File: src/rtl/tetris_pkg.sv
// Shared tetris definitions: board size defaults, piece-type codes, the
// refresh FSM state encoding and the shape table used by the board,
// collision and display logic.
//
// Piece codes run alphabetically: I=1, J=2, L=3, O=4, S=5, T=6, Z=7; 0 = none.
// A shape mask has bit (r*4+c) set for the occupied cell at row r, column c
// of the 4x4 piece box. Every shape is packed into the top-left of the box.
package tetris_pkg;

  localparam int COLS_DEF = 10;
  localparam int ROWS_DEF = 20;

  localparam logic [2:0] PIECE_NONE = 3'd0;
  localparam logic [2:0] PIECE_I    = 3'd1;
  localparam logic [2:0] PIECE_J    = 3'd2;
  localparam logic [2:0] PIECE_L    = 3'd3;
  localparam logic [2:0] PIECE_O    = 3'd4;
  localparam logic [2:0] PIECE_S    = 3'd5;
  localparam logic [2:0] PIECE_T    = 3'd6;
  localparam logic [2:0] PIECE_Z    = 3'd7;

  typedef enum logic [2:0] {
    ST_IDLE,
    ST_LOCK,
    ST_SCAN,
    ST_SHIFT,
    ST_DONE
  } refresh_state_t;

  function automatic logic [15:0] shape_mask(input logic [2:0] ptype,
                                             input logic [1:0] pdir);
    logic [15:0] m;
    m = 16'h0000;
    case (ptype)
      // I, S and Z have only two distinct orientations; dir[0] selects.
      PIECE_I: m = pdir[0] ? 16'h1111 : 16'h000F;
      PIECE_O: m = 16'h0033;
      PIECE_S: m = pdir[0] ? 16'h0231 : 16'h0036;
      PIECE_Z: m = pdir[0] ? 16'h0132 : 16'h0063;
      PIECE_T: begin
        case (pdir)
          2'd0:    m = 16'h0027;
          2'd1:    m = 16'h0232;
          2'd2:    m = 16'h0072;
          default: m = 16'h0131;
        endcase
      end
      PIECE_J: begin
        case (pdir)
          2'd0:    m = 16'h0071;
          2'd1:    m = 16'h0113;
          2'd2:    m = 16'h0047;
          default: m = 16'h0322;
        endcase
      end
      PIECE_L: begin
        case (pdir)
          2'd0:    m = 16'h0074;
          2'd1:    m = 16'h0311;
          2'd2:    m = 16'h0017;
          default: m = 16'h0223;
        endcase
      end
      default: m = 16'h0000;
    endcase
    return m;
  endfunction

endpackage

File: src/rtl/tetromino_shape.sv
// Combinational piece-shape lookup.
//  ptype  in  3   piece type (0 = none)
//  dir    in  2   rotation
//  mask   out 16  occupied cells of the 4x4 box, bit r*4+c
module tetromino_shape
  import tetris_pkg::*;
(
  input  logic [2:0]  ptype,
  input  logic [1:0]  dir,
  output logic [15:0] mask
);

  assign mask = shape_mask(ptype, dir);

endmodule

File: src/rtl/board_refresh.sv
// Board storage plus lock/line-clear sequencer for the piece controller.
// On a one-cycle refresh pulse the falling piece is ORed into the board,
// full rows are removed bottom-up, and refresh_done pulses for one cycle.
//  clk           in   1     clock
//  rstn          in   1     async active-low reset
//  refresh       in   1     lock request (only honoured when idle)
//  x, y          in   5     piece box origin (column, row)
//  ptype         in   3     piece type 1..7, 0 = no piece ("type" is reserved)
//  dir           in   2     rotation 0..3
//  rd_row        in   5     read-port row select
//  rd_data       out  COLS  board[rd_row], 0 when rd_row >= ROWS
//  refresh_done  out  1     lock + clear complete
//  busy          out  1     not idle
//  lines         out  16    rows cleared since reset (wraps)
//  last_clear    out  3     rows cleared by the latest refresh
module board_refresh
  import tetris_pkg::*;
#(
  parameter int COLS = COLS_DEF,
  parameter int ROWS = ROWS_DEF
) (
  input  logic            clk,
  input  logic            rstn,
  input  logic            refresh,
  input  logic [4:0]      x,
  input  logic [4:0]      y,
  input  logic [2:0]      ptype,
  input  logic [1:0]      dir,
  input  logic [4:0]      rd_row,
  output logic [COLS-1:0] rd_data,
  output logic            refresh_done,
  output logic            busy,
  output logic [15:0]     lines,
  output logic [2:0]      last_clear
);

  refresh_state_t  state;
  logic [4:0]      px, py;
  logic [2:0]      pt;
  logic [1:0]      pd;
  logic [4:0]      r;
  logic [2:0]      cnt;
  logic [COLS-1:0] board [ROWS];

  logic [15:0]     mask;
  logic [COLS-1:0] lock_bits [ROWS];
  logic [ROWS-1:0] row_full;
  logic            full_r;   // board[r] full
  logic            full_up;  // board[r-1] full, i.e. the row a shift brings down

  tetromino_shape u_shape (
    .ptype (pt),
    .dir   (pd),
    .mask  (mask)
  );

  // Project the 4x4 mask onto the board. Cells landing outside the board
  // simply have no matching (i,j) and are dropped, so nothing wraps.
  always_comb begin
    for (int i = 0; i < ROWS; i++) begin
      for (int j = 0; j < COLS; j++) begin
        int dr, dc;
        dr = i - int'(py);
        dc = j - int'(px);
        lock_bits[i][j] = 1'b0;
        if (dr >= 0 && dr < 4 && dc >= 0 && dc < 4)
          lock_bits[i][j] = mask[4'(dr * 4 + dc)];
      end
    end
  end

  always_comb begin
    full_r  = 1'b0;
    full_up = 1'b0;
    for (int i = 0; i < ROWS; i++) begin
      row_full[i] = &board[i];
      if (5'(i) == r) full_r = &board[i];
    end
    for (int i = 0; i < ROWS - 1; i++)
      if (5'(i) + 5'd1 == r) full_up = &board[i];
  end

  always_comb begin
    rd_data = '0;
    for (int i = 0; i < ROWS; i++)
      if (5'(i) == rd_row) rd_data = board[i];
  end

  assign busy = (state != ST_IDLE);

  always_ff @(posedge clk or negedge rstn) begin
    if (!rstn) begin
      state        <= ST_IDLE;
      px           <= '0;
      py           <= '0;
      pt           <= PIECE_NONE;
      pd           <= '0;
      r            <= '0;
      cnt          <= '0;
      refresh_done <= 1'b0;
      lines        <= '0;
      last_clear   <= '0;
      for (int i = 0; i < ROWS; i++) board[i] <= '0;
    end else begin
      refresh_done <= 1'b0;
      case (state)
        ST_IDLE: begin
          if (refresh) begin
            px    <= x;
            py    <= y;
            pt    <= ptype;
            pd    <= dir;
            state <= ST_LOCK;
          end
        end
        ST_LOCK: begin
          for (int i = 0; i < ROWS; i++) board[i] <= board[i] | lock_bits[i];
          r     <= 5'(ROWS - 1);
          cnt   <= '0;
          state <= ST_SCAN;
        end
        ST_SCAN: begin
          if (full_r) begin
            state <= ST_SHIFT;
          end else if (r == '0) begin
            refresh_done <= 1'b1;
            state        <= ST_DONE;
          end else begin
            r <= r - 5'd1;
          end
        end
        ST_SHIFT: begin
          // Drop rows 0..r-1 down by one. The row being shifted into r is
          // examined in this same cycle, so each cleared row costs exactly
          // one extra cycle and stacked full rows stay in SHIFT.
          board[0] <= '0;
          for (int i = 1; i < ROWS; i++)
            if (5'(i) <= r) board[i] <= board[i-1];
          cnt <= cnt + 3'd1;
          if (full_up) begin
            state <= ST_SHIFT;
          end else if (r == '0) begin
            refresh_done <= 1'b1;
            state        <= ST_DONE;
          end else begin
            r     <= r - 5'd1;
            state <= ST_SCAN;
          end
        end
        ST_DONE: begin
          last_clear <= cnt;
          lines      <= lines + {13'd0, cnt};
          state      <= ST_IDLE;
        end
        default: state <= ST_IDLE;
      endcase
    end
  end

  // Row fullness of the whole board; kept for debug visibility.
  logic unused_full;
  assign unused_full = ^row_full;

endmodule

File: config.mk
export PLATFORM = sky130hd
export DESIGN_NAME = board_refresh
export DESIGN_NICKNAME = d
export VERILOG_FILES = /design/src/rtl/tetris_pkg.sv /design/src/rtl/tetromino_shape.sv /design/src/rtl/board_refresh.sv
export SDC_FILE = /design/constraint.sdc
export NUM_CORES = 1
export LEC_CHECK = 0
export ABC_AREA = 1
export CORE_ASPECT_RATIO = 1.2
export CORE_UTILIZATION = 39
export CTS_BUF_LIST = sky130_fd_sc_hd__clkbuf_2 sky130_fd_sc_hd__clkbuf_4 sky130_fd_sc_hd__clkbuf_8
export CTS_CLUSTER_SIZE = 30
export DETAILED_ROUTE_END_ITERATION = 10
export SLEW_MARGIN = 30
export SYNTH_ARGS = -nofsm -noshare
export SYNTH_HDL_FRONTEND = slang
export SYNTH_SLANG_ARGS = --single-unit
File: constraint.sdc
create_clock -name clk -period 8.5 [get_ports clk]
set_input_delay 0.85 -clock clk [delete_from_list [all_inputs] [get_ports clk]]
set_output_delay 0.85 -clock clk [all_outputs]
set_load 0.05 [all_outputs]
==> summary.md <==
| Metric | Value |
|---|---|
| Top FF cell, synth | dfrtp_1 |
| Main combinational cell family by area after synthesis | compound AO/OA/AOI/OAI gates |
| Gate Count Post-Synth | 2491 |
| Largest net degree at the start of global routing | 112 |
| Reg area | 6160 um^2 |
| Row cnt | 85 |
| H-tree Lvls | 2 |
| Synth async-reset ratio | 100% |
| HP Class | in2async |
| Drt drc | 0 |
| Placed cells | 3078 |
| Slew @ Worst Pin | 1.03 ns |
| Num CTS Buffers | 46 |
| Setup TNS | 0 ns |
| Synth Register Bits | 246 |
| Most common cell after layout, fill and taps aside | nand2_1 |
| Clock Sinks | 246 |
| Global-route wire length before repair | 118000 um |
| Post-synthesis mux area share | 0.345% |
| Nature of the critical path endpoint | primary output |
| Worst r2r path cells | 15 |
| # Max-Cap Violations | 0 |
| Reg-to-Reg End | board[160] |
| Core ar. | 45000 um^2 |
| Post-CTS Setup Inserts | 0 |
| Vias per cell | 6.11 |
| Vias in the first global route | 18374 |
| Port Buf Inserts | 53 |
| N_diodes | 0 |
| Final hold violation count | 0 |
| WP data required | 7.65 ns |
| Initial Util | 39.5% |
| GR met2 Demand/Resource | 52.8% |
| Mapped Nets | 2565 |
| Met1 Use GR | 42.4% |
| Fraction of the mapped netlist area in simple logic gates | 23.7% |
| Die area | 46500 um^2 |
| Utilization after layout | 44.5% |
| Top cell type's share of synthesized area | 34.6% |
| Area leader, netlist | dfrtp_1 |
| Critical R2R Launch | px[1] |
| Hold slack | 0.252 ns |
| Synthesized area | 17800 um^2 |
| FF-to-FF setup slack | 4.48 ns |
| Status | finished, final reports clean |
| GPL Wtd Cong | 1.04 |
| Pre-antenna DRT Iters | 6 |
| Xor/xnor share of the synthesized area | 2.76% |
| Multi-input logic area | 9820 um^2 |
| Synthesized area per cell | 7.14 um^2 |
| CTS tree | done |
| DRT iter0 DRCs | 2450 |
| Sequential cell area fraction in the yosys report | 34.6% |
| Final clock skew | 0.0250 ns |
| Arr. time, crit path | 5.25 ns |
| Final slew viol count | 0 |
| Hold Buf Count CTS | 0 |
| Peak Freq | 0.164 GHz |
| Synth top area cells | dfrtp_1, o21ai_0, nand2_1, inv_1, nand3_1 |
| Relative slew slack | 31.3% |
| GR peak layer | met2 |
| CTS resizes | 0 |
| # fillers | 4634 |
| Most frequent cells in the layout | nand2_1, inv_1, o21ai_0 |
| Setup Crit Path Kind | in2out |
| Die Span Y | 236 um |
| Post-Layout Cell Count | 3162 |
| Synth Area in Compound Gates | 24.1% |
| GR Util All Layers | 34.0% |
| CTS clock-pin slew for the worst setup and hold paths | 0.06 ns |
| Yosys cell types | 52 |
| Synth warn | 0 |
| Setup violations, final | 0 |
| Post-synth EDFFs | 0 |
| Post-DP HPWL | 56000 um |
| Worst setup SP type | primary input |
| CTS root buffer | clkbuf_8 |
| Unrepaired setup endpoints after global routing | false |
| Final Cycle Share | 71.7% |
| Area Growth Syn to Fin | 12.5% |
| Crit path max fanout | 8 |
| Die width | 197 um |
| Antenna Nets Post-Route | 0 |
| I/O pins | 54 |
| Layout Nets | 2591 |
| CTS max path bufs | 3 |
| Vias | 19312 |
| GR Overflow Total | 0 |
| Share of cells above drive strength 1 | 7.48% |
| Min Tclk post-route | 6.10 ns |
| Drt wl/cell | 25.0 um |
| Initial antenna violation count | 1 |
| Clock Latency Late Sink | 0.65 ns |
| Routed WL | 79100 um |
| Post-Synth Adder-Cell Area | 3.63% |
| Met3 Use GR | 7.08% |
==> synth_stat cells, types with 66 or more instances <==
library cell / number
nand2_1: 355
inv_1: 349
o21ai_0: 288
dfrtp_1: 246
nand3_1: 201
nor2_1: 187
o22ai_1: 115
o211ai_1: 88
a311oi_1: 83
clkbuf_1: 83
a21oi_1: 80
nor3_1: 66
==> sequential cells by signal, indices dropped and copies added, names as in the netlist <==
register      count
refresh_done      1
cnt               3
pd                2
pt                3
px                5
last_clear        3
py                5
state             3
lines            16
r                 5
board           200
==> final cells by class <==
cell class                 count  area share (%)
multi-input combinational   1749            49.1
sequential                   246            30.7
inverter                     378            7.12
clock buffer                  76            4.63
timing repair buffer          96            4.34
tap                          609            3.81
clock inverter                 8           0.306
==> worst max path at each step <==
stage	cells past startpoint	from	slack (ns)	to
finish	16	rd_row[1]	2.40	rd_data[7]
global route	16	rd_row[1]	2.28	rd_data[7]
CTS	16	rd_row[0]	2.67	rd_data[7]
detailed placement	16	rd_row[0]	2.67	rd_data[7]
global placement	17	rd_row[0]	2.78	rd_data[8]
floorplan	14	rd_row[1]	4.94	rd_data[7]
==> critical path, stage by stage <==
cell,delay [ns]
clkdlybuf4s50_1,0.57
nand2_1,0.18
nor2_1,0.05
inv_1,0.17
nor2_1,0.19
inv_1,0.13
nor2_1,0.05
a2111oi_0,0.72
nand4_1,0.20
nor4_1,0.43
o2111ai_1,0.19
o21ai_0,0.24
nand4_1,0.14
o21ai_0,0.19
nand4_1,0.18
clkdlybuf4s50_1,0.76
==> metrics by stage <==
| step | worst slack [ns] | cell area, um^2 |
|---|---|---|
| finish | 2.40 | 20000 |
| global route | 2.28 | 20000 |
| CTS | 2.67 | 20000 |
| detailed placement | 2.67 | 19000 |
| global placement | 2.78 | 19000 |
| floorplan | 4.94 | 17800 |
==> metal layers <==
metal,share of wire (%),vias to the layer above
met1,39,9293
met4,7.7,0
li1,-,8751
met5,0,-
met2,44,1004
met3,8.9,264
==> cell families after synthesis <==
group	count (synthesis)
compound gates	702
xor+xnor	56
fa+ha+maj	51
buf+inv	496
flops	246
mux	6
simple gates	934
Power is not shown: default switching activity piles up to over one toggle a cycle in this logic, so the estimate is an artifact.
